$ cat src/rtl/cpu_io_serializer.sv
// GPIO-side peripheral: queues changes on io2_out/io3_out and sends each as a 5-byte tagged UART frame.
// Define IO_SERIAL_PARITY_EN to switch the line format from 8N1 to 8E1.
module cpu_io_serializer #(
    parameter int unsigned CLKS_PER_BIT = 434,
    parameter int unsigned FIFO_DEPTH   = 4
) (
    input  logic        clk,
    input  logic        rst_n,
    input  logic [31:0] io2_out,
    input  logic [31:0] io3_out,
    output logic [31:0] io0_in,
    output logic        tx
);

    localparam int unsigned AW = (FIFO_DEPTH > 1) ? $clog2(FIFO_DEPTH) : 1;
    localparam int unsigned CW = AW + 1;
    localparam int unsigned BW = (CLKS_PER_BIT > 1) ? $clog2(CLKS_PER_BIT) : 1;
    localparam logic [CW-1:0] DEPTH_C  = CW'(FIFO_DEPTH);
    localparam logic [BW-1:0] BIT_LAST = BW'(CLKS_PER_BIT - 1);

`ifdef IO_SERIAL_PARITY_EN
    typedef enum logic [2:0] {S_IDLE, S_START, S_DATA, S_PARITY, S_STOP} state_t;
`else
    typedef enum logic [1:0] {S_IDLE, S_START, S_DATA, S_STOP} state_t;
`endif

    logic          r_armed;
    logic [31:0]   r_prev2, r_prev3;
    logic [32:0]   r_mem [FIFO_DEPTH];
    logic [AW-1:0] r_wptr, r_rptr;
    logic [CW-1:0] r_count;
    logic [7:0]    r_ovf;
    logic [31:0]   r_io0;
    state_t        r_state, w_state_n;
    logic [BW-1:0] r_baud, w_baud_n;
    logic [2:0]    r_bit, w_bit_n;
    logic [2:0]    r_byte, w_byte_n;
    logic [39:0]   r_shift, w_shift_n;
    logic          r_tx, w_tx_n;

    logic          w_ch2, w_ch3, w_acc2, w_acc3, w_pop, w_tick, w_busy;
    logic [CW-1:0] w_free;
    logic [1:0]    w_ndrop;
    logic [8:0]    w_ovf_sum;
    logic [32:0]   w_head;

    assign w_ch2     = r_armed && (io2_out != r_prev2);
    assign w_ch3     = r_armed && (io3_out != r_prev3);
    assign w_free    = DEPTH_C - r_count;
    // io3 only fits if a slot remains after io2 has taken its one
    assign w_acc2    = w_ch2 && (w_free != '0);
    assign w_acc3    = w_ch3 && (w_free > (w_acc2 ? CW'(1) : CW'(0)));
    assign w_ndrop   = {1'b0, w_ch2 && !w_acc2} + {1'b0, w_ch3 && !w_acc3};
    assign w_ovf_sum = {1'b0, r_ovf} + {7'd0, w_ndrop};
    assign w_pop     = (r_state == S_IDLE) && (r_count != '0);
    assign w_head    = r_mem[r_rptr];
    assign w_tick    = (r_baud == BIT_LAST);
    assign w_busy    = (r_state != S_IDLE) || (r_count != '0);

    assign io0_in = r_io0;
    assign tx     = r_tx;

    always_ff @(posedge clk) begin
        if (w_acc2) r_mem[r_wptr] <= {1'b0, io2_out};
        if (w_acc3) r_mem[w_acc2 ? r_wptr + AW'(1) : r_wptr] <= {1'b1, io3_out};
    end

    always_ff @(posedge clk or negedge rst_n) begin
        if (!rst_n) begin
            r_armed <= 1'b0;
            r_prev2 <= '0;
            r_prev3 <= '0;
            r_wptr  <= '0;
            r_rptr  <= '0;
            r_count <= '0;
            r_ovf   <= '0;
            r_io0   <= {24'd0, 8'(FIFO_DEPTH)};
        end else begin
            r_armed <= 1'b1;
            r_prev2 <= io2_out;
            r_prev3 <= io3_out;
            r_wptr  <= r_wptr + AW'(w_acc2) + AW'(w_acc3);
            r_rptr  <= r_rptr + AW'(w_pop);
            r_count <= r_count + CW'(w_acc2) + CW'(w_acc3) - CW'(w_pop);
            r_ovf   <= w_ovf_sum[8] ? 8'hFF : w_ovf_sum[7:0];
            r_io0   <= {15'd0, w_busy, r_ovf, 8'(w_free)};
        end
    end

    always_ff @(posedge clk or negedge rst_n) begin
        if (!rst_n) begin
            r_state <= S_IDLE;
            r_baud  <= '0;
            r_bit   <= '0;
            r_byte  <= '0;
            r_shift <= '0;
            r_tx    <= 1'b1;
        end else begin
            r_state <= w_state_n;
            r_baud  <= w_baud_n;
            r_bit   <= w_bit_n;
            r_byte  <= w_byte_n;
            r_shift <= w_shift_n;
            r_tx    <= w_tx_n;
        end
    end

    // tx is computed for the state being entered so the line level lines up with the state
    always_comb begin
        w_state_n = r_state;
        w_baud_n  = r_baud;
        w_bit_n   = r_bit;
        w_byte_n  = r_byte;
        w_shift_n = r_shift;
        w_tx_n    = r_tx;
        if (r_state != S_IDLE) w_baud_n = w_tick ? '0 : r_baud + BW'(1);
        case (r_state)
            S_IDLE: begin
                w_baud_n = '0;
                w_tx_n   = 1'b1;
                if (w_pop) begin
                    w_shift_n = {w_head[31:0], 7'b0000001, w_head[32]};
                    w_byte_n  = '0;
                    w_state_n = S_START;
                    w_tx_n    = 1'b0;
                end
            end
            S_START: begin
                if (w_tick) begin
                    w_state_n = S_DATA;
                    w_bit_n   = '0;
                    w_tx_n    = r_shift[0];
                end
            end
            S_DATA: begin
                if (w_tick) begin
                    if (r_bit == 3'd7) begin
`ifdef IO_SERIAL_PARITY_EN
                        w_state_n = S_PARITY;
                        w_tx_n    = ^r_shift[7:0];
`else
                        w_state_n = S_STOP;
                        w_tx_n    = 1'b1;
`endif
                    end else begin
                        w_bit_n = r_bit + 3'd1;
                        w_tx_n  = r_shift[r_bit + 3'd1];
                    end
                end
            end
`ifdef IO_SERIAL_PARITY_EN
            S_PARITY: begin
                if (w_tick) begin
                    w_state_n = S_STOP;
                    w_tx_n    = 1'b1;
                end
            end
`endif
            S_STOP: begin
                if (w_tick) begin
                    if (r_byte != 3'd4) begin
                        w_byte_n  = r_byte + 3'd1;
                        w_shift_n = {8'd0, r_shift[39:8]};
                        w_state_n = S_START;
                        w_tx_n    = 1'b0;
                    end else begin
                        w_state_n = S_IDLE;
                        w_tx_n    = 1'b1;
                    end
                end
            end
            default: begin
                w_state_n = S_IDLE;
                w_tx_n    = 1'b1;
            end
        endcase
    end

endmodule

$ cat config.mk
export PLATFORM = sky130hd
export DESIGN_NAME = cpu_io_serializer
export DESIGN_NICKNAME = d
export VERILOG_FILES = /design/src/rtl/cpu_io_serializer.sv
export SDC_FILE = /design/constraint.sdc
export NUM_CORES = 1
export LEC_CHECK = 0
export CAP_MARGIN = 40
export CORE_UTILIZATION = 50
export DETAILED_ROUTE_END_ITERATION = 8
export GPL_TIMING_DRIVEN = 0
export PLACE_DENSITY_LB_ADDON = 0.25
export SYNTH_ARGS = -nofsm -noshare
export SYNTH_HDL_FRONTEND = slang
export SYNTH_SLANG_ARGS = --single-unit
$ cat constraint.sdc
create_clock -name clk -period 6.2 [get_ports clk]
set_input_delay 0.93 -clock clk [delete_from_list [all_inputs] [get_ports clk]]
set_output_delay 0.93 -clock clk [all_outputs]
set_load 0.05 [all_outputs]
# == Word level (Yosys, flattened, before mapping) ==
# Memories as Yosys holds them, arrays and structs flattened.
# Cells that the tools add are included.
# totals
input_bits,66
elab_cells,104
memories,1
ram_bits,132
regBits,150
# mem_list
memory,depth,word_bits,read_ports,rd_ports_with_merged_regs,wr,line_no,text
r_mem,4,33,1,0,2,29,logic [32:0] r_mem [FIFO_DEPTH];
# op_classes
order_cmp,2
add_sub_neg,13
eq_ne,15
reduce_logical,21
mux,38
# ops
cell,n
2-to-1 mux 40 bit,3
one-hot mux 40 bit (2 select lines),1
!= test 32 bit,2
2-to-1 mux 9 bit,3
2-to-1 mux 3 bit,6
"!= test 2 bit, second input constant",7
2-to-1 mux 1 bit,13
2-to-1 mux 2 bit,6
one-hot mux 3 bit (2 select lines),2
adder 8 x 2 -> 9 bit,1
"adder 9 x 1 -> 9 bit, second input constant",1
"equality test 9 bit, second input constant",1
2-to-1 mux 8 bit,1
one-hot mux 2 bit (4 select lines),1
AND reduction 4 bit,2
nonzero test 2 bit,4
logical AND 1 bit,7
"less-than comparator 3 x 7 -> 1 bit, second input constant",1
adder 2 x 1 -> 2 bit,3
adder 3 x 1 -> 3 bit,2
"adder 3 x 1 -> 3 bit, second input constant",2
nonzero test 3 bit,2
AND reduction 5 bit,1
"equality test 2 bit, second input constant",2
other kinds (14),15

# == Logic depth before layout (Yosys ltp) ==
# Gate-level depths: netlist of run 1.
# depth
depth_word,11
depth_mapped,16
mapped_depth_nobuf,15

# == Least setup slack after synthesis of run 1 ==
# Ideal clock, no wire load.
# synth_timing
kind,in2reg
from,in io2_out[26]
to,mem r_mem[3][0] (enable)
setup_slack_ps,1589
t_arrival_ps,4133
n_path_buf,2
stages,14
cell_sequence,xor2_1 -> nor4_2 -> nand4_2 -> o21ai_4 -> inv_1 -> ha_1 -> nor2_1 -> or3_1 -> clkbuf_1 -> nand2_1 -> a21oi_4 -> a22oi_4 -> buf_12 -> nand2_1
# synth_lines
item,line_no,text
"start, declared",9,"input logic [31:0] io2_out,"
"end, declared",29,

==> run metrics, run 1 <==
Slew @ Worst Pin around 0.76 ns; Placed Cells 1501; vias in the first global route 9205; # IOs 99; most frequent cells in the layout 153 x mux2i_1, 148 x dfrtp_1, 138 x nand3_1; post-CTS sizing 0; Ant. Diodes 0; Final Max Tran Viols 0; Final setup viols 0; Post-synth ARST share 0.532; Cell Area, Synth approximately 14000 sq um; Synth area leaders edfxtp_1 28%, dfrtp_1 27%, mux2i_1 11%; hold_buf cts 0; layout cells sized above 1 0.122; outcome complete, no violations; FF-to-FF Start r_prev2[7]; Relative slew margins 0.490; Post-Syn Instances 1058; initial core utilization 0.510; root buffer cell clkbuf_16; Main synth FF type dfrtp_1; WP data arrival 5.60 ns; RSZ-0062 raised after global routing false; CP required 6.52 ns; DRT iter0 DRCs 693; synth warn 0; fin util 0.598; most common cell after layout, fill and taps aside mux2i_1; crit-path max FO 17; Bufs on Longest Clock Path 3; Reg2Reg Depth 15; row count 60; vias per std cell 5.77; GP Congestion 0.861; Routed Antenna Nets 0; initial antenna violation count 0; Final min period 5.28 ns; Hold/Removal Path Class input pin to async pin; Clock Skew 0.0260 ns; Worst Slack Setup Final 0.920 ns; sequential area share after synthesis 0.557; R2R setup slack 1.49 ns; Die Y 168 um; CTS clk-pin slew, worst paths 0.06 ns; PwrDens 427 nW/um^2; CTS tree built; Yosys reg bits 282; critical path class input pin to flop; GRT Overall Usage 0.253; Hold Fails Final Rpt 0; reg2reg end r_mem[1][29]; core area between 20000 and 30000 sq um; Post-CTS Setup Repair Bufs 0; Num CTS Buffers 31; non-filler instance count after layout 1559; crit path capture type flop; element type at the critical path start input pin; DRC 0; Synth top area share 0.279; Avg WL per Cell 22.3 um; worst vdd ir 255 uV; Clock Latency Late Sink roughly 0.58 ns; Static Leak a little over 7 nW; dpl hpwl 24500 um; Mapped Avg Cell Area 13.0 sq um; PortBufs 78; number of synthesized flops with an enable pin ~130; pin count of the biggest net entering global routing 86; H-tree depth 1; clock sinks 282; pre-CTS setup slack around 0.41 ns; Fmax around 0.19 GHz; Tcrit/Tclk final 0.852; area delta synth->final 17.3%; total number of vias 8988; die width 168 um; maxcap violations 0; total die area between 20000 and 30000 sq um; drt pass-1 iters 4; cell accounting for the most synthesized area edfxtp_1; Post-Route WL 34800 um; Yosys cell types 54; GRT overflow 0; first-pass GRT wire length around 54000 um; Final #Nets 1284
[sequential cells by signal, indices dropped and copies added, names as in the netlist, 8 cells and up]
register	cells
r_mem	132
r_shift	40
r_prev2	32
r_prev3	32
io0_in	12
r_baud	9
r_ovf	8
[per-stage QoR]
step	setup TNS, ns	hold slack, ns	cell area (sq um)	power, mW
floorplan	0	0.384	13900	4.28
global placement	-362.26	0.402	15100	5.02
detailed placement	0	0.410	15200	5.14
CTS	0	0.382	16200	6.92
global route	0	0.403	16200	7.16
finish	0	0.362	16200	6.90
[worst max-delay path: stages]
cell and delay, ns:
clkdlybuf4s50_1 0.64, xor2_1 0.20, nor4_2 0.47, nand4_1 0.31, o21ai_4 0.45, inv_1 0.20, ha_1 0.32, nor2_1 0.03
or3_1 0.30, clkbuf_1 0.17, nand2_1 0.14, a21oi_4 0.09, a22oi_4 0.43, buf_6 0.24, nand2_2 0.35, buf_16 0.31
[kinds of logic (layout without fill, tap and decap cells)]
logic type	count (synthesis)	in the layout	share of synthesized area
AO/OA/AOI/OAI	88	88	0.0470
buffers and inverters	134	275	0.0509
AND/OR/NAND/NOR	258	258	0.0993
multiplexers	190	190	0.170
adder cells (fa/ha/maj)	25	25	0.0249
flip-flops	282	282	0.557
other	2	21	0.000545
XOR/XNOR	79	79	0.0502
[routing by layer]
layer	global-route usage	part of all wire	vias up
li1	-	-	4078
met1	0.344	0.43	4525
met2	0.417	0.48	314
met3	0.0430	0.063	71
met4	0.0750	0.027	0
met5	0	0	-
[how the worst max path moves through the flow]
stage / startpoint / endpoint / slack, ns / cells past startpoint
finish: io2_out[23] / r_mem[1][29] / 0.92 / 16
global route: io2_out[23] / r_mem[0][15] / 0.65 / 16
CTS: io2_out[23] / r_mem[1][24] / 0.98 / 16
detailed placement: io2_out[23] / r_mem[0][18] / 0.41 / 16
global placement: rst_n / r_prev3[30] / -2.14 / 1
floorplan: io2_out[26] / r_mem[3][0] / 1.59 / 14
[cell type report]
class / count / area [sq um]
clock inverter: 16 / 139
buffer: 83 / 510
sequential: 282 / 7680
multi-input combinational: 661 / 5480
fill: 2194 / 10900
clock buffer: 42 / 837
tap: 341 / 427
inverter: 51 / 191
timing repair buffer: 83 / 905
[Yosys cell counts (4+ instances only)]
library cell,instances
edfxtp_1,128
inv_1,50
mux2i_1,153
fa_1,4
clkbuf_1,41
ha_1,21
buf_4,20
xnor2_1,39
nor4_2,7
nor2b_1,6
a22o_1,15
nand4_1,14
o21ai_0,34
dfxtp_1,4
buf_1,4
buf_2,5
mux4_2,35
a21boi_1,4
a21bo_1,4
a22oi_4,4
nor2_1,18
and4_1,4
xor2_1,40
a21oi_1,13
nand2_1,54
dfrtp_1,148
nand3_1,138
buf_6,9
[power by group]
part           switching (mW)  internal [mW]  total, mW  leakage [nW]
Clock                   0.757           1.03       1.78         0.476
Combinational            1.47          0.891       2.36          3.68
Sequential              0.148           2.61       2.76          3.00
Power figures use the tool's default switching activity.
==> inputs of run 2 (changes only) <==
--- a/config.mk
+++ b/config.mk
@@ -9,7 +9,7 @@
 export CORE_UTILIZATION = 50
 export DETAILED_ROUTE_END_ITERATION = 8
 export GPL_TIMING_DRIVEN = 0
-export PLACE_DENSITY_LB_ADDON = 0.25
+export PLACE_DENSITY_LB_ADDON = 0.3
 export SYNTH_ARGS = -nofsm -noshare
 export SYNTH_HDL_FRONTEND = slang
 export SYNTH_SLANG_ARGS = --single-unit
==> run 2 against run 1 <==
- register-to-register slack got worse by 0.06 ns
- die area did not move
- sequential share of layout area shrank 0.42 points
- cell count stayed put
- power is 2.8% higher
- sequential cell count stayed put
- clock skew shrank 0.0029 ns
- core utilization grew 0.53 points
- clock power increased by 11%
- highest routed layer is now met5
==> run metrics, run 2 (synthesis gave the netlist of run 1 again) <==
layout cells sized above 1 0.133 (+0.0115); DRT iter0 DRCs 693 (unchanged); initial antenna violation count 0 (unchanged); post-CTS sizing 0 (unchanged); core area 27000 sq um (unchanged); slowest stage delay, CP 0.65 ns (about the same); fin util 0.604 (+0.00528); vias per std cell 5.81 (+0.76%); Placed Cells 1501 (unchanged); Sw Share 0.339 (-0.00498); worst vdd ir 328 uV (+29%); RSZ-0062 raised after global routing false; Sequential Power Share 0.389 (-0.010); crit-path cells clkdlybuf4s50_1 -> xor2_1 -> nor4_2 -> nand4_1 -> o21ai_4 -> inv_1 -> ha_1 -> nor2_1 -> or3_1 -> clkbuf_1 -> nand2_1 -> a21oi_4 -> a22oi_4 -> buf_6 -> nand2_2 -> buf_16; Int Power 4.69 mW (+3.6%); most common cell after layout, fill and taps aside mux2i_1; Routed Antenna Nets 0 (unchanged); Bufs on Longest Clock Path 3 (unchanged); Final Max Tran Viols 0 (unchanged); most frequent cells in the layout 153 x mux2i_1, 148 x dfrtp_1, 138 x nand3_1; Setup TNS Final 0 ns (unchanged); Die Y 168 um (unchanged); Fmax 0.186 GHz (-1.9%); WP data arrival 5.72 ns (+0.12 ns); DRC 0 (unchanged); Worst Slack Setup Final 0.816 ns (-0.105 ns); dpl hpwl 24200 um (-1.1%); fin area 16300 sq um (+0.88%); crit-path max FO 17 (unchanged); row count 60 (unchanged); Post-CTS Setup Repair Bufs 0 (unchanged); DP Area 15200 sq um (unchanged); Slew @ Worst Pin 0.775 ns (+0.00993 ns); Hold/Removal Path Class input pin to async pin; PortBufs 78 (unchanged); Relative slew margins 0.483 (-0.00662); Final min period 5.38 ns (+0.105 ns); worst hold slack 0.341 ns (-0.0212 ns); post-route total power 7.10 mW (+2.8%); clock sinks 282 (unchanged); root buffer cell clkbuf_16; Final setup viols 0 (unchanged); crit path capture type flop; Tcrit/Tclk final 0.868 (+0.0169); H-tree depth 1 (unchanged); element type at the critical path start input pin; pre-CTS setup slack 0.333 ns (-0.0811 ns); hold_buf cts 0 (unchanged); GRT overflow 0 (unchanged); pin count of the biggest net entering global routing 91 (+5.8%); clock network power share 0.279 (+0.021); CTS tree built; critical path class input pin to flop; top flop regs r_mem x132, r_shift x40; Net Sw Power 2.41 mW (+1.3%); Avg WL per Cell 22.2 um (-0.47%); non-filler instance count after layout 1559 (unchanged); total die area 28200 sq um (unchanged); maxcap violations 0 (unchanged); Top reg by flops r_mem; # IOs 99 (unchanged); vias in the first global route 9334 (+1.4%); initial core utilization 0.510 (unchanged); Ant. Diodes 0 (unchanged); CP max-delay cell clkdlybuf4s50_1; CP required 6.53 ns (about the same); area delta synth->final 18.4%; Post-Route WL 34600 um (-0.47%); Comb pwr share 0.332 (-0.010); max FFs per register 132 (unchanged); Static Leak 7.23 nW (+1.1%); total number of vias 9056 (+0.76%); Hold Fails Final Rpt 0 (unchanged); first-pass GRT wire length 54300 um (+0.96%); outcome complete, no violations; die width 168 um (unchanged); Final #Nets 1284 (unchanged); Clock Skew 0.0231 ns (-0.00285 ns); drt pass-1 iters 5 (+1); Num CTS Buffers 31 (unchanged); Clock Latency Late Sink 0.58 ns (about the same); GP Congestion 0.859 (-0.28%); CTS clk-pin slew, worst paths 0.06 ns (about the same); PwrDens 435 nW/um^2 (+1.9%); GRT Overall Usage 0.254 (+0.00168)
-- run 2: power groups by stage --
stage | clock [mW] | sequential, mW | combinational, mW
global route | 2.07 | 2.80 | 2.49
floorplan | 0 | 2.84 | 1.43
global placement | 0 | 2.80 | 2.20
detailed placement | 0 | 2.80 | 2.33
finish | 1.98 | 2.76 | 2.36
CTS | 2.01 | 2.76 | 2.34
-- run 2: critical path, delay by kind of cell --
family | cells | cell delay [ns]
AO/OA/AOI/OAI | 3 | 1.00
adder cells (fa/ha/maj) | 1 | 0.32
XOR/XNOR | 1 | 0.17
buffers and inverters | 5 | 1.58
AND/OR/NAND/NOR | 6 | 1.70
-- run 2: cell type report --
type / count / area [sq um]
inverter: 51 / 191
buffer: 83 / 510
tap: 341 / 427
clock buffer: 39 / 888
clock inverter: 19 / 230
fill: 2136 / 10700
sequential: 282 / 7680
multi-input combinational: 661 / 5480
timing repair buffer: 83 / 905
-- run 2: per-layer routing --
metal | GRT usage | vias to the layer above | part of all wire
met3 | 0.0484 | 81 | 0.070
met1 | 0.333 | 4532 | 0.41
met4 | 0.116 | 2 | 0.045
li1 | - | 4069 | -
met5 | 0.0191 | - | 0.0021
met2 | 0.410 | 372 | 0.47
-- run 2: worst paths after layout --
kind	from	to	slack [ns]	cells after the start
worst max-delay path	io2_out[14]	r_mem[2][20]	0.82	16
worst min-delay path	rst_n	r_baud[6]	0.34	1
worst max register to register	r_prev2[14]	r_mem[2][20]	1.43	15
max in group asynchronous	rst_n	r_prev3[27]	5.01	2
min in group clk	r_ovf[0]	io0_in[8]	0.42	0
worst min register to register	r_ovf[0]	io0_in[8]	0.42	0
==> inputs of run 3 (changes only) <==
--- a/config.mk
+++ b/config.mk
@@ -5,7 +5,6 @@
 export SDC_FILE = /design/constraint.sdc
 export NUM_CORES = 1
 export LEC_CHECK = 0
-export CAP_MARGIN = 40
 export CORE_UTILIZATION = 50
 export DETAILED_ROUTE_END_ITERATION = 8
 export GPL_TIMING_DRIVEN = 0
==> run 3 against run 2 <==
- non-clock buffer count unchanged
- clock skew unchanged
- fmax unchanged
- sequential power about the same
- core utilization unchanged
- sequential share of layout area unchanged
- global-route usage unchanged
- register-to-register slack about the same
- first-iteration DRC count unchanged
- critical endpoint unchanged
- largest cell class unchanged
- highest routed layer unchanged
==> run metrics, run 3 (synthesis gave the netlist of run 1 again) <==
outcome complete, no violations; Worst Slack Setup Final 0.816 ns (unchanged); GRT Overall Usage 0.254 (unchanged); GRT overflow 0 (unchanged); Hold Fails Final Rpt 0 (unchanged); Die Y 168 um (unchanged); Comb pwr share 0.332 (about the same); critical path class input pin to flop; Final setup viols 0 (unchanged); Relative slew margins 0.483 (unchanged); maxcap violations 0 (unchanged); vias per std cell 5.81 (unchanged); Final #Nets 1284 (unchanged); dpl hpwl 24200 um (unchanged); total number of vias 9056 (unchanged); GP Congestion 0.859 (unchanged); WP data arrival 5.72 ns (about the same); root buffer cell clkbuf_16; multi-input combinational cell area 5480 sq um (unchanged); Final min period 5.38 ns (unchanged); first-pass GRT wire length 54300 um (unchanged); CTS tree built; Net Sw Power 2.41 mW (unchanged); crit path capture type flop; fin util 0.604 (unchanged); drt pass-1 iters 5 (unchanged); Num CTS Buffers 31 (unchanged); reg2reg end r_mem[2][20]; initial core utilization 0.510 (unchanged); FF+latch area 7680 sq um (unchanged); Avg WL per Cell 22.2 um (unchanged); Bufs on Longest Clock Path 3 (unchanged); Top reg by flops r_mem; Static Leak 7.23 nW (unchanged); # IOs 99 (unchanged); area delta synth->final 18.4% (unchanged); PwrDens 435 nW/um^2 (unchanged); element type at the critical path start input pin; Post-CTS Setup Repair Bufs 0 (unchanged); core area 27000 sq um (unchanged); R2R setup slack 1.43 ns (about the same); CP max-delay cell clkdlybuf4s50_1; Clock Latency Late Sink 0.58 ns (about the same); layout cells sized above 1 0.133 (unchanged); clock network power share 0.279 (about the same); Ant. Diodes 0 (unchanged); Routed Antenna Nets 0 (unchanged); DRC 0 (unchanged); Tcrit/Tclk final 0.868 (unchanged); max FFs per register 132 (unchanged); initial antenna violation count 0 (unchanged); total die area 28200 sq um (unchanged); Sequential Power Share 0.389 (about the same); post-CTS sizing 0 (unchanged); RSZ-0062 raised after global routing false; top flop regs r_mem x132, r_shift x40; Final Max Tran Viols 0 (unchanged); CP required 6.53 ns (about the same); most frequent cells in the layout 153 x mux2i_1, 148 x dfrtp_1, 138 x nand3_1; pre-CTS setup slack 0.333 ns (unchanged); fillcell total 2136 (unchanged); hold_buf cts 0 (unchanged); Int Power 4.69 mW (unchanged); vias in the first global route 9334 (unchanged); most common cell after layout, fill and taps aside mux2i_1; crit-path cells clkdlybuf4s50_1 -> xor2_1 -> nor4_2 -> nand4_1 -> o21ai_4 -> inv_1 -> ha_1 -> nor2_1 -> or3_1 -> clkbuf_1 -> nand2_1 -> a21oi_4 -> a22oi_4 -> buf_6 -> nand2_2 -> buf_16; clock sinks 282 (unchanged); Fmax 0.186 GHz (unchanged); H-tree depth 1 (unchanged); DRT iter0 DRCs 693 (unchanged); worst vdd ir 328 uV (unchanged); Clock Skew 0.0231 ns (unchanged); Post-Route WL 34600 um (unchanged); crit-path max FO 17 (unchanged); FF-to-FF Start r_prev2[14]; PortBufs 78 (unchanged); die width 168 um (unchanged); Sw Share 0.339 (unchanged); Reg2Reg Depth 15 (unchanged); row count 60 (unchanged); Slew @ Worst Pin 0.775 ns (unchanged); pin count of the biggest net entering global routing 91 (unchanged); Hold/Removal Path Class input pin to async pin; CTS clk-pin slew, worst paths 0.06 ns (about the same); slowest stage delay, CP 0.65 ns (about the same)
[run 3: cell counts in the layout (fill, tap and decap cells not counted)]
No cell type changed its count.
[run 3: worst max path at each step]
stage	end	startpoint	cells after the start	slack, ns
floorplan	r_mem[3][0]	io2_out[26]	14	1.59
global placement	r_prev3[24]	rst_n	1	-2.03
detailed placement	r_mem[2][20]	io2_out[14]	16	0.33
CTS	r_mem[2][6]	io2_out[14]	16	0.86
global route	r_mem[2][6]	io2_out[14]	16	0.62
finish	r_mem[2][20]	io2_out[14]	16	0.82
[run 3: area by class of cell]
cell class	count	area share
Clock inverter	19	0.0141
Clock buffer	39	0.0545
Buffer	83	0.0313
Timing Repair Buffer	83	0.0554
Tap cell	341	0.0262
Inverter	51	0.0117
Multi-Input combinational cell	661	0.336
Sequential cell	282	0.471
[run 3: stage by stage]
step / power, mW / hold slack [ns] / std cells / instance area (sq um) / setup TNS, ns
global route: 7.37 / 0.380 / 1559 / 16300 / 0
CTS: 7.11 / 0.349 / 1559 / 16300 / 0
global placement: 5.01 / 0.401 / 1496 / 15100 / -348.59
finish: 7.10 / 0.341 / 1559 / 16300 / 0
floorplan: 4.28 / 0.384 / 1077 / 13900 / 0
detailed placement: 5.13 / 0.422 / 1501 / 15200 / 0
[run 3: routing by layer]
layer,wire length [um],GRT usage,vias up,share of wire
met5,72,0.0191,-,0.0021
met4,1560,0.116,2,0.045
met3,2410,0.0484,81,0.070
met2,16300,0.410,372,0.47
met1,14300,0.333,4532,0.41
li1,-,-,4069,-
[run 3: power by group through the flow]
stage	clock network [mW]	logic [mW]	registers (mW)
5_1_grt	2.07	2.49	2.80
4_1_cts	2.01	2.34	2.76
3_3_place_gp	0	2.20	2.80
3_5_place_dp	0	2.33	2.80
6_report	1.98	2.36	2.76
2_1_floorplan	0	1.43	2.84
[run 3: worst max-delay path: cells and delay by family]
kind / cells / cell delay, ns
AO/OA/AOI/OAI: 3 / 1.00
AND/OR/NAND/NOR: 6 / 1.70
adder cells (fa/ha/maj): 1 / 0.32
buffers and inverters: 5 / 1.58
XOR/XNOR: 1 / 0.17
